### config.mk
export PLATFORM = sky130hd
export DESIGN_NAME = vram_port_arbiter
export DESIGN_NICKNAME = d
export VERILOG_FILES = /design/src/rtl/vram_arb_pkg.sv /design/src/rtl/vram_port_arbiter.sv
export SDC_FILE = /design/constraint.sdc
export NUM_CORES = 1
export LEC_CHECK = 0
export ABC_AREA = 1
export BUFFER_PORTS_ARGS = -buffer_cell sky130_fd_sc_hd__buf_4
export CAP_MARGIN = 20
export CELL_PAD_IN_SITES_DETAIL_PLACEMENT = 0
export CELL_PAD_IN_SITES_GLOBAL_PLACEMENT = 1
export CORE_ASPECT_RATIO = 1.5
export CORE_MARGIN = 3
export CORE_UTILIZATION = 25
export CTS_CLUSTER_SIZE = 28
export DETAILED_ROUTE_END_ITERATION = 16
export GPL_TIMING_DRIVEN = 0
export PLACE_DENSITY_LB_ADDON = 0.1
export SYNTH_ARGS = -nofsm -noshare
export SYNTH_HDL_FRONTEND = slang
export SYNTH_SLANG_ARGS = --single-unit
export TNS_END_PERCENT = 50
### constraint.sdc
create_clock -name pixel_clk -period 1.75 [get_ports pixel_clk]
set_input_delay 0.35 -clock pixel_clk [delete_from_list [all_inputs] [get_ports pixel_clk]]
set_output_delay 0.35 -clock pixel_clk [all_outputs]
set_load 0.03 [all_outputs]
### src/rtl/vram_arb_pkg.sv
// Shared types and constants for the text-VRAM port arbiter.
// Imported by vram_port_arbiter.
package vram_arb_pkg;

  localparam int ADDR_W_DFLT = 10;
  localparam int DATA_W_DFLT = 32;
  localparam int STRB_W_DFLT = 4;

  localparam logic [15:0] CONFLICT_MAX = 16'hFFFF;

  typedef enum logic [1:0] {
    H_IDLE = 2'd0,
    H_PEND = 2'd1,
    H_RD1  = 2'd2,
    H_RD2  = 2'd3
  } host_state_t;

  function automatic logic [15:0] sat_inc16(input logic [15:0] v);
    logic [15:0] r;
    if (v == CONFLICT_MAX) begin
      r = v;
    end else begin
      r = v + 16'd1;
    end
    return r;
  endfunction

endpackage

### src/rtl/vram_port_arbiter.sv
// Single-port text VRAM arbiter: display glyph fetch has absolute priority,
// the host gets any free cycle and is monitored for starvation.
module vram_port_arbiter
  import vram_arb_pkg::*;
#(
  parameter int ADDR_W       = ADDR_W_DFLT,
  parameter int DATA_W       = DATA_W_DFLT,
  parameter int STRB_W       = STRB_W_DFLT,
  parameter int STARVE_LIMIT = 16
) (
  input  logic              pixel_clk,
  input  logic              arstn,
  input  logic              disp_req,
  input  logic [ADDR_W-1:0] disp_addr,
  output logic              disp_rvalid,
  output logic [DATA_W-1:0] disp_rdata,
  input  logic              host_valid,
  output logic              host_ready,
  input  logic              host_we,
  input  logic [STRB_W-1:0] host_strb,
  input  logic [ADDR_W-1:0] host_addr,
  input  logic [DATA_W-1:0] host_wdata,
  output logic              host_wdone,
  output logic              host_rvalid,
  output logic [DATA_W-1:0] host_rdata,
  output logic              host_starve,
  output logic [15:0]       conflict_cnt,
  output logic              ram_en,
  output logic [STRB_W-1:0] ram_we,
  output logic [ADDR_W-1:0] ram_addr,
  output logic [DATA_W-1:0] ram_wdata,
  input  logic [DATA_W-1:0] ram_rdata
);

  localparam int WAIT_W = $clog2(STARVE_LIMIT + 1);
  localparam logic [WAIT_W-1:0] WAIT_MAX = WAIT_W'(STARVE_LIMIT);
  localparam logic [WAIT_W-1:0] WAIT_PRE = WAIT_W'(STARVE_LIMIT - 1);
  localparam logic [WAIT_W-1:0] WAIT_ONE = WAIT_W'(1);

  host_state_t       state_q, state_d;
  logic              hreq_we_q, hreq_we_d;
  logic [STRB_W-1:0] hreq_strb_q, hreq_strb_d;
  logic [ADDR_W-1:0] hreq_addr_q, hreq_addr_d;
  logic [DATA_W-1:0] hreq_wdata_q, hreq_wdata_d;
  logic [WAIT_W-1:0] wait_q, wait_d;
  logic [15:0]       conflict_q, conflict_d;
  logic              starve_q, starve_d;
  logic              wdone_q, wdone_d;
  logic              hrvalid_q, hrvalid_d;
  logic [DATA_W-1:0] hrdata_q, hrdata_d;
  logic              ready_q, ready_d;
  logic              dpipe_q, dpipe_d;
  logic              drvalid_q, drvalid_d;
  logic [DATA_W-1:0] drdata_q, drdata_d;

  logic disp_fire;
  logic host_grant;

  // Grant decode; nothing reaches the BRAM while reset is held.
  always_comb begin
    disp_fire  = disp_req & arstn;
    host_grant = arstn & (state_q == H_PEND) & ~disp_req;
  end

  // BRAM port mux driven from this cycle's grant.
  always_comb begin
    ram_en    = 1'b0;
    ram_we    = {STRB_W{1'b0}};
    ram_addr  = {ADDR_W{1'b0}};
    ram_wdata = {DATA_W{1'b0}};
    if (disp_fire) begin
      ram_en   = 1'b1;
      ram_addr = disp_addr;
    end else if (host_grant) begin
      ram_en   = 1'b1;
      ram_addr = hreq_addr_q;
      if (hreq_we_q) begin
        ram_we    = hreq_strb_q;
        ram_wdata = hreq_wdata_q;
      end else begin
        ram_we    = {STRB_W{1'b0}};
        ram_wdata = {DATA_W{1'b0}};
      end
    end else begin
      ram_en = 1'b0;
    end
  end

  // Host FSM next-state, request latch, wait/conflict bookkeeping.
  always_comb begin
    state_d      = state_q;
    hreq_we_d    = hreq_we_q;
    hreq_strb_d  = hreq_strb_q;
    hreq_addr_d  = hreq_addr_q;
    hreq_wdata_d = hreq_wdata_q;
    wait_d       = wait_q;
    conflict_d   = conflict_q;
    starve_d     = 1'b0;
    wdone_d      = 1'b0;
    hrvalid_d    = 1'b0;
    hrdata_d     = hrdata_q;
    case (state_q)
      H_IDLE: begin
        if (host_valid) begin
          hreq_we_d    = host_we;
          hreq_strb_d  = host_strb;
          hreq_addr_d  = host_addr;
          hreq_wdata_d = host_wdata;
          wait_d       = {WAIT_W{1'b0}};
          state_d      = H_PEND;
        end else begin
          state_d = H_IDLE;
        end
      end
      H_PEND: begin
        if (disp_req) begin
          if (wait_q == WAIT_MAX) begin
            wait_d = wait_q;
          end else begin
            wait_d = wait_q + WAIT_ONE;
          end
          starve_d   = (wait_q == WAIT_PRE);
          conflict_d = sat_inc16(conflict_q);
        end else if (hreq_we_q) begin
          wdone_d = 1'b1;
          state_d = H_IDLE;
        end else begin
          state_d = H_RD1;
        end
      end
      H_RD1: begin
        // Data from the grant cycle arrives here, even if display uses the port now.
        hrdata_d  = ram_rdata;
        hrvalid_d = 1'b1;
        state_d   = H_RD2;
      end
      H_RD2: begin
        state_d = H_IDLE;
      end
      default: begin
        state_d = H_IDLE;
      end
    endcase
    ready_d = (state_d == H_IDLE);
  end

  // Display read pipeline: fixed two-cycle return, never stalled.
  always_comb begin
    dpipe_d   = disp_fire;
    drvalid_d = dpipe_q;
    if (dpipe_q) begin
      drdata_d = ram_rdata;
    end else begin
      drdata_d = drdata_q;
    end
  end

  // Host-side state and registered host outputs.
  always_ff @(posedge pixel_clk) begin
    if (!arstn) begin
      state_q      <= H_IDLE;
      hreq_we_q    <= 1'b0;
      hreq_strb_q  <= {STRB_W{1'b0}};
      hreq_addr_q  <= {ADDR_W{1'b0}};
      hreq_wdata_q <= {DATA_W{1'b0}};
      wait_q       <= {WAIT_W{1'b0}};
      conflict_q   <= 16'd0;
      starve_q     <= 1'b0;
      wdone_q      <= 1'b0;
      hrvalid_q    <= 1'b0;
      hrdata_q     <= {DATA_W{1'b0}};
      ready_q      <= 1'b0;
    end else begin
      state_q      <= state_d;
      hreq_we_q    <= hreq_we_d;
      hreq_strb_q  <= hreq_strb_d;
      hreq_addr_q  <= hreq_addr_d;
      hreq_wdata_q <= hreq_wdata_d;
      wait_q       <= wait_d;
      conflict_q   <= conflict_d;
      starve_q     <= starve_d;
      wdone_q      <= wdone_d;
      hrvalid_q    <= hrvalid_d;
      hrdata_q     <= hrdata_d;
      ready_q      <= ready_d;
    end
  end

  // Display pipeline registers; reset drops any read in flight.
  always_ff @(posedge pixel_clk) begin
    if (!arstn) begin
      dpipe_q   <= 1'b0;
      drvalid_q <= 1'b0;
      drdata_q  <= {DATA_W{1'b0}};
    end else begin
      dpipe_q   <= dpipe_d;
      drvalid_q <= drvalid_d;
      drdata_q  <= drdata_d;
    end
  end

  assign disp_rvalid  = drvalid_q;
  assign disp_rdata   = drdata_q;
  assign host_ready   = ready_q;
  assign host_wdone   = wdone_q;
  assign host_rvalid  = hrvalid_q;
  assign host_rdata   = hrdata_q;
  assign host_starve  = starve_q;
  assign conflict_cnt = conflict_q;

endmodule

# --- Word-level counts from Yosys, hierarchy flattened ---
# Cells that the tools add are included.
classes:
  add_sub_neg: 2
  n_mul: 0
  n_div: 0
  magnitude_cmp: 0
  eq_ne: 9
  shift: 0
  n_mux: 20
  n_bitwise: 7
  n_reduce_logical: 8
ops:
  columns: ["cell", "count"]
  rows:
  - ["32-bit two-way mux", 3]
  - ["10-bit two-way mux", 2]
  - ["16-bit by 1-bit adder with 16-bit output, second input constant", 1]
  - ["16-bit == test, second input constant", 1]
  - ["5-bit two-way mux", 3]
  - ["4-bit two-way mux", 3]
  - ["5-bit one-hot mux with 2 select lines", 1]
  - ["2-bit one-hot mux with 4 select lines", 1]
  - ["2-bit != test, second input constant", 3]
  - ["3-bit AND reduction", 2]
  - ["5-bit by 1-bit adder with 5-bit output, second input constant", 1]
  - ["5-bit by 4-bit == test with 1-bit output, second input constant", 1]
  - ["5-bit == test, second input constant", 1]
  - ["1-bit two-way mux", 5]
  - ["2-bit == test, second input constant", 2]
  - ["2-bit logical NOT", 2]
  - ["2-bit two-way mux", 2]
  - ["1-bit NOT", 4]
  - ["4-bit AND reduction", 1]
  - ["1-bit AND", 3]
  - ["3-bit OR reduction", 1]
  - ["2-bit by 1-bit == test with 1-bit output, second input constant", 1]
  - ["2-bit AND reduction", 1]
  - ["2-bit nonzero test", 1]
totals:
  ff_bits: 140
  latch_bits: 0
  mem_bits_rw: 0
  rom_bits: 0
  in_bits: 93
  out_inout_bits: 132
  mem_count: 0

# --- Depth between registers and ports, before layout ---
logic_depth:
  ltp_word: 5
  ltp_mapped: 10
  mapped_depth_nobuf: 10

# --- Worst setup path after synthesis ---
# OpenSTA, ideal clock, no wires.
synth_path:
  kind: "register to output"
  from: "reg state_q[0]"
  to: "out ram_we[0]"
  arrival_ps: 1442
  required_ps: 1400
  slack_ps: -42
  path_stages_with_launch: 8
  n_path_buf: 1
  path_cell_list: "dfxtp_1 inv_2 nor2_8 nand2_1 nor2_2 buf_2 nand2_1 nor2_1"
synth_between:
  elab_chain_len: 5
synth_lines:
  columns: ["element", "line", "text"]
  rows:
  - ["start: declaration", "vram_port_arbiter.sv:40", "host_state_t state_q, state_d;"]
  - ["start signal: assignment", "vram_port_arbiter.sv:174", "state_q <= state_d;"]
  - ["2-bit by 1-bit == test with 1-bit output", "vram_port_arbiter.sv:62", "host_grant = arstn & (state_q == H_PEND) & ~disp_req;"]
  - ["1-bit AND (2 in series)", "vram_port_arbiter.sv:62", null]
  - ["4-bit two-way mux", "vram_port_arbiter.sv:74", "end else if (host_grant) begin"]
  - ["4-bit two-way mux", "vram_port_arbiter.sv:71", "if (disp_fire) begin"]
  - ["end: declaration", "vram_port_arbiter.sv:29", "output logic [STRB_W-1:0] ram_we,"]
# Every way passes these cells.

# --- Final worst setup path ---
layout_path:
  from: "reg state_q[0]"
  to: "out ram_addr[8]"
layout_between:
  elab_chain_len: 5
layout_lines:
  columns: ["element", "line", "text"]
  rows:
  - ["2-bit by 1-bit == test with 1-bit output", "vram_port_arbiter.sv:62", null]
  - ["1-bit AND (2 in series)", "vram_port_arbiter.sv:62", null]
  - ["10-bit two-way mux", "vram_port_arbiter.sv:74", null]
  - ["10-bit two-way mux", "vram_port_arbiter.sv:71", null]
  - ["end: declaration", "vram_port_arbiter.sv:30", "output logic [ADDR_W-1:0] ram_addr,"]
# Every way passes these cells.

==> flow_metrics.tcl <==
set metrics [dict create \
    synthCells 791 \
    p_leak_nw 3.939 \
    fin_setup_tns_ns -14.05 \
    track_usage 0.1704 \
    final.min_clock_period_ns 2.090 \
    cp_data_arrival_time_ns 1.74 \
    crit_type "flip-flop to output pin" \
    placementRows 67 \
    cts.sinks 140 \
    syn_to_final_growth_pct 58.61 \
    yosys_register_bits 140 \
    via_per_inst 4.427 \
    num_vias 5919 \
    seq_area_frac_synth 0.4921 \
    ff2ff_path_depth 9 \
    cpMaxStageDelayCell "dfxtp_2" \
    cts_tree "done" \
    grt_overflow 0 \
    nets 1145 \
    drv_slew 0 \
    ys_top_cells_by_area "dfxtp_1 49%, nor2_1 19%, o21ai_0 9.3%" \
    ys_warn_count 0 \
    clock_latency_ns 0.42 \
    wire_per_inst_um 15.65 \
    cp-start-kind "flip-flop" \
    placed_area_sq_um 7725 \
    drc 0 \
    grt_start_max_net_pins 17 \
    power_density_nw_per_um2 953.2 \
    hold_viol_final 0 \
    timing.critical_path.buf_inv 5 \
    worst_pin_slew_ns 0.6927 \
    ant_nets 0 \
    io_buffers 224 \
    setup_slack_ns -0.3405 \
    finalWeightedCongestion 0.7648 \
    layout-drive-gt1-share 0.3374 \
    initial_utilization 0.2545 \
    fin_skew_ns 0.005991 \
    antenna_found_initial 0 \
    relSlewSlack 0.5382 \
    netlist_area_sq_um 5695 \
    min_path_type "primary input to flip-flop" \
    rsz0062_at_grt "true" \
    ir_worst_vdd_v 0.0005765 \
    ys_async_sr_fraction 0 \
    max_stage_delay_ns 0.35 \
    crit_path_cell_trace "inv_4, nor2_8, nand2_4, nor2_4, buf_6, buf_6, buf_6, a22o_1, buf_6" \
    dr.pass1.iters 4 \
    drv_cap 0 \
    cpMostUsedCell "buf_6" \
    cp-end-kind "output pin" \
    finalCritPeriodShare 1.195 \
    maxClockFrequency_mhz 478.4 \
    cts_made_buffers 17 \
    cts.reportedPaths.clkPinSlew_ns 0.06 \
    violations "negative setup slack" \
    reg2reg_slack_ns 0.17 \
    cp_top_family "buffers and inverters" \
    cts_root_buf "clkbuf_16" \
    drt_wl_total_mm 20.92 \
    synth-edff-count 0 \
    worst-path-stages 9 \
    required_ns 1.40 \
    antenna_cells 0 \
    die_x_um 129.2 \
    synthFlopType "dfxtp_1" \
    postLayoutCoreUtil 0.4036 \
    pre_cts_slack_ns -0.2979 \
    yosys.area.top_type "dfxtp_1" \
    yosysTopAreaCellShare 0.4921 \
    cts_buffer_depth 2 \
    initialDrtViolationCount 232 \
    fin_area_sq_um 9034 \
    grt_pass1_wl_mm 32.45 \
    grt_pass1_vias 5972 \
    hold_depth 3 \
    hold_buffers 0 \
    post-dp-hpwl_mm 15.67 \
    htreeDepth 4 \
    ioPinCount 225 \
    worst-path-max-fanout 5 \
    setup_viol_count_final 47 \
    syn_area_per_cell_sq_um 7.200 \
    dieArea_sq_um 24670 \
    synth_fp_nets 888 \
    fp.dieH_um 190.9 \
    core_sq_um 22380 \
    synth_cell_type_count 30 \
    status "finished with violations" \
]
[layout make-up]
class	count	area [sq um]
Multi-Input combinational cell	578	2890
Tap cell	276	345.3
Fill cell	2430	13350
Inverter	27	108.9
Buffer	46	256.5
Clock inverter	15	171.4
Clock buffer	17	425.4
Timing Repair inverter	1	6.256
Timing Repair Buffer	237	2022
Sequential cell	140	2808
[routing by layer]
layer / GRT usage / part of all wire / vias up
met5: 0 / 0 / -
met4: 0.04608 / 0.011 / 0
met3: 0.05521 / 0.073 / 14
met2: 0.3117 / 0.53 / 185
met1: 0.1863 / 0.39 / 2675
li1: - / - / 3045
[worst min-delay path, delay by kind of cell]
family	cells	cell delay [ns]
simple gates	2	0.11
buf+inv	1	0.08
[synthesized netlist by cell type, types with 2 or more instances]
cell / count
nor3_1: 2
nor2_1: 290
ha_1: 4
buf_4: 3
nand2_1: 101
o21ai_1: 8
xnor2_1: 2
nand3_1: 13
nor2_2: 4
a21oi_1: 10
dfxtp_1: 140
nand4_1: 6
clkbuf_1: 30
inv_2: 7
nor2_4: 3
a21oi_2: 6
xor2_1: 4
inv_1: 19
o21ai_0: 106
nand2_2: 3
buf_2: 12
a22o_1: 10
[cell usage in the layout, fill, tap and decap left out, types with 2 or more instances in the layout]
master	Yosys	final
a21oi_1	10	10
a21oi_2	6	6
a22o_1	10	10
buf_12	0	2
buf_2	12	8
buf_4	3	187
buf_6	0	51
bufinv_16	0	3
clkbuf_1	30	27
clkbuf_16	0	19
clkbuf_4	0	3
clkinv_2	0	5
clkinv_4	0	2
clkinvlp_4	0	4
dfxtp_1	140	136
dfxtp_2	0	4
ha_1	4	3
inv_1	19	19
inv_2	7	5
inv_4	0	2
inv_6	0	2
nand2_1	101	98
nand2_2	3	3
nand2_4	1	4
nand3_1	13	13
nand4_1	6	6
nor2_1	290	255
nor2_2	4	2
nor2_4	3	40
nor3_1	2	2
o21ai_0	106	106
o21ai_1	8	8
xnor2_1	2	2
xor2_1	4	4
[state kept, by name, summed over array words and instances (netlist names)]
| register | count |
|---|---|
| conflict_cnt | 16 |
| disp_rdata | 32 |
| disp_rvalid | 1 |
| dpipe_q | 1 |
| host_rdata | 32 |
| host_ready | 1 |
| host_rvalid | 1 |
| host_starve | 1 |
| host_wdone | 1 |
| hreq_addr_q | 10 |
| hreq_strb_q | 4 |
| hreq_wdata_q | 32 |
| hreq_we_q | 1 |
| state_q | 2 |
| wait_q | 5 |
[kinds of logic after synthesis]
kind of cell               share of synthesized area
AOI/OAI and AO/OA                             0.1375
xor gates and xnor gates                    0.009227
adders and majority gates                   0.008788
buffers and inverters                        0.05272
DFF                                           0.4921
and+or+nand+nor                               0.2996
[report_power, final]
group / internal [mW] / switching, mW / leakage, nW / total, mW
Combinational: 0.539 / 0.847 / 2.50 / 1.39
Sequential: 3.41 / 0.125 / 1.15 / 3.54
Clock: 2.24 / 1.45 / 0.285 / 3.69
[metrics by stage]
stage               total power, mW  std cells  hold slack (ns)
finish                        8.611       1337           0.1560
floorplan                     4.310        791           0.4549
CTS                           8.732       1332           0.1307
global placement              4.899       1291           0.4625
global route                  9.068       1337           0.1546
detailed placement            4.899       1291           0.4701
[path summary, 6_finish.rpt]
| check | startpoint | to |
|---|---|---|
| setup / recovery | state_q[0] | ram_addr[8] |
| setup reg to reg | conflict_cnt[0] | conflict_cnt[2] |
| hold / removal | ram_rdata[15] | disp_rdata[15] |
| hold reg to reg | hreq_wdata_q[29] | hreq_wdata_q[29] |
[what timing repair did]
action,CTS,global route
gates cloned,2,3
setup endpoints to repair,67,62
buffers inserted,7,2
pin swaps,4,7
gates resized for setup,89,69
Note: power is estimated with default switching activity, not from simulation.
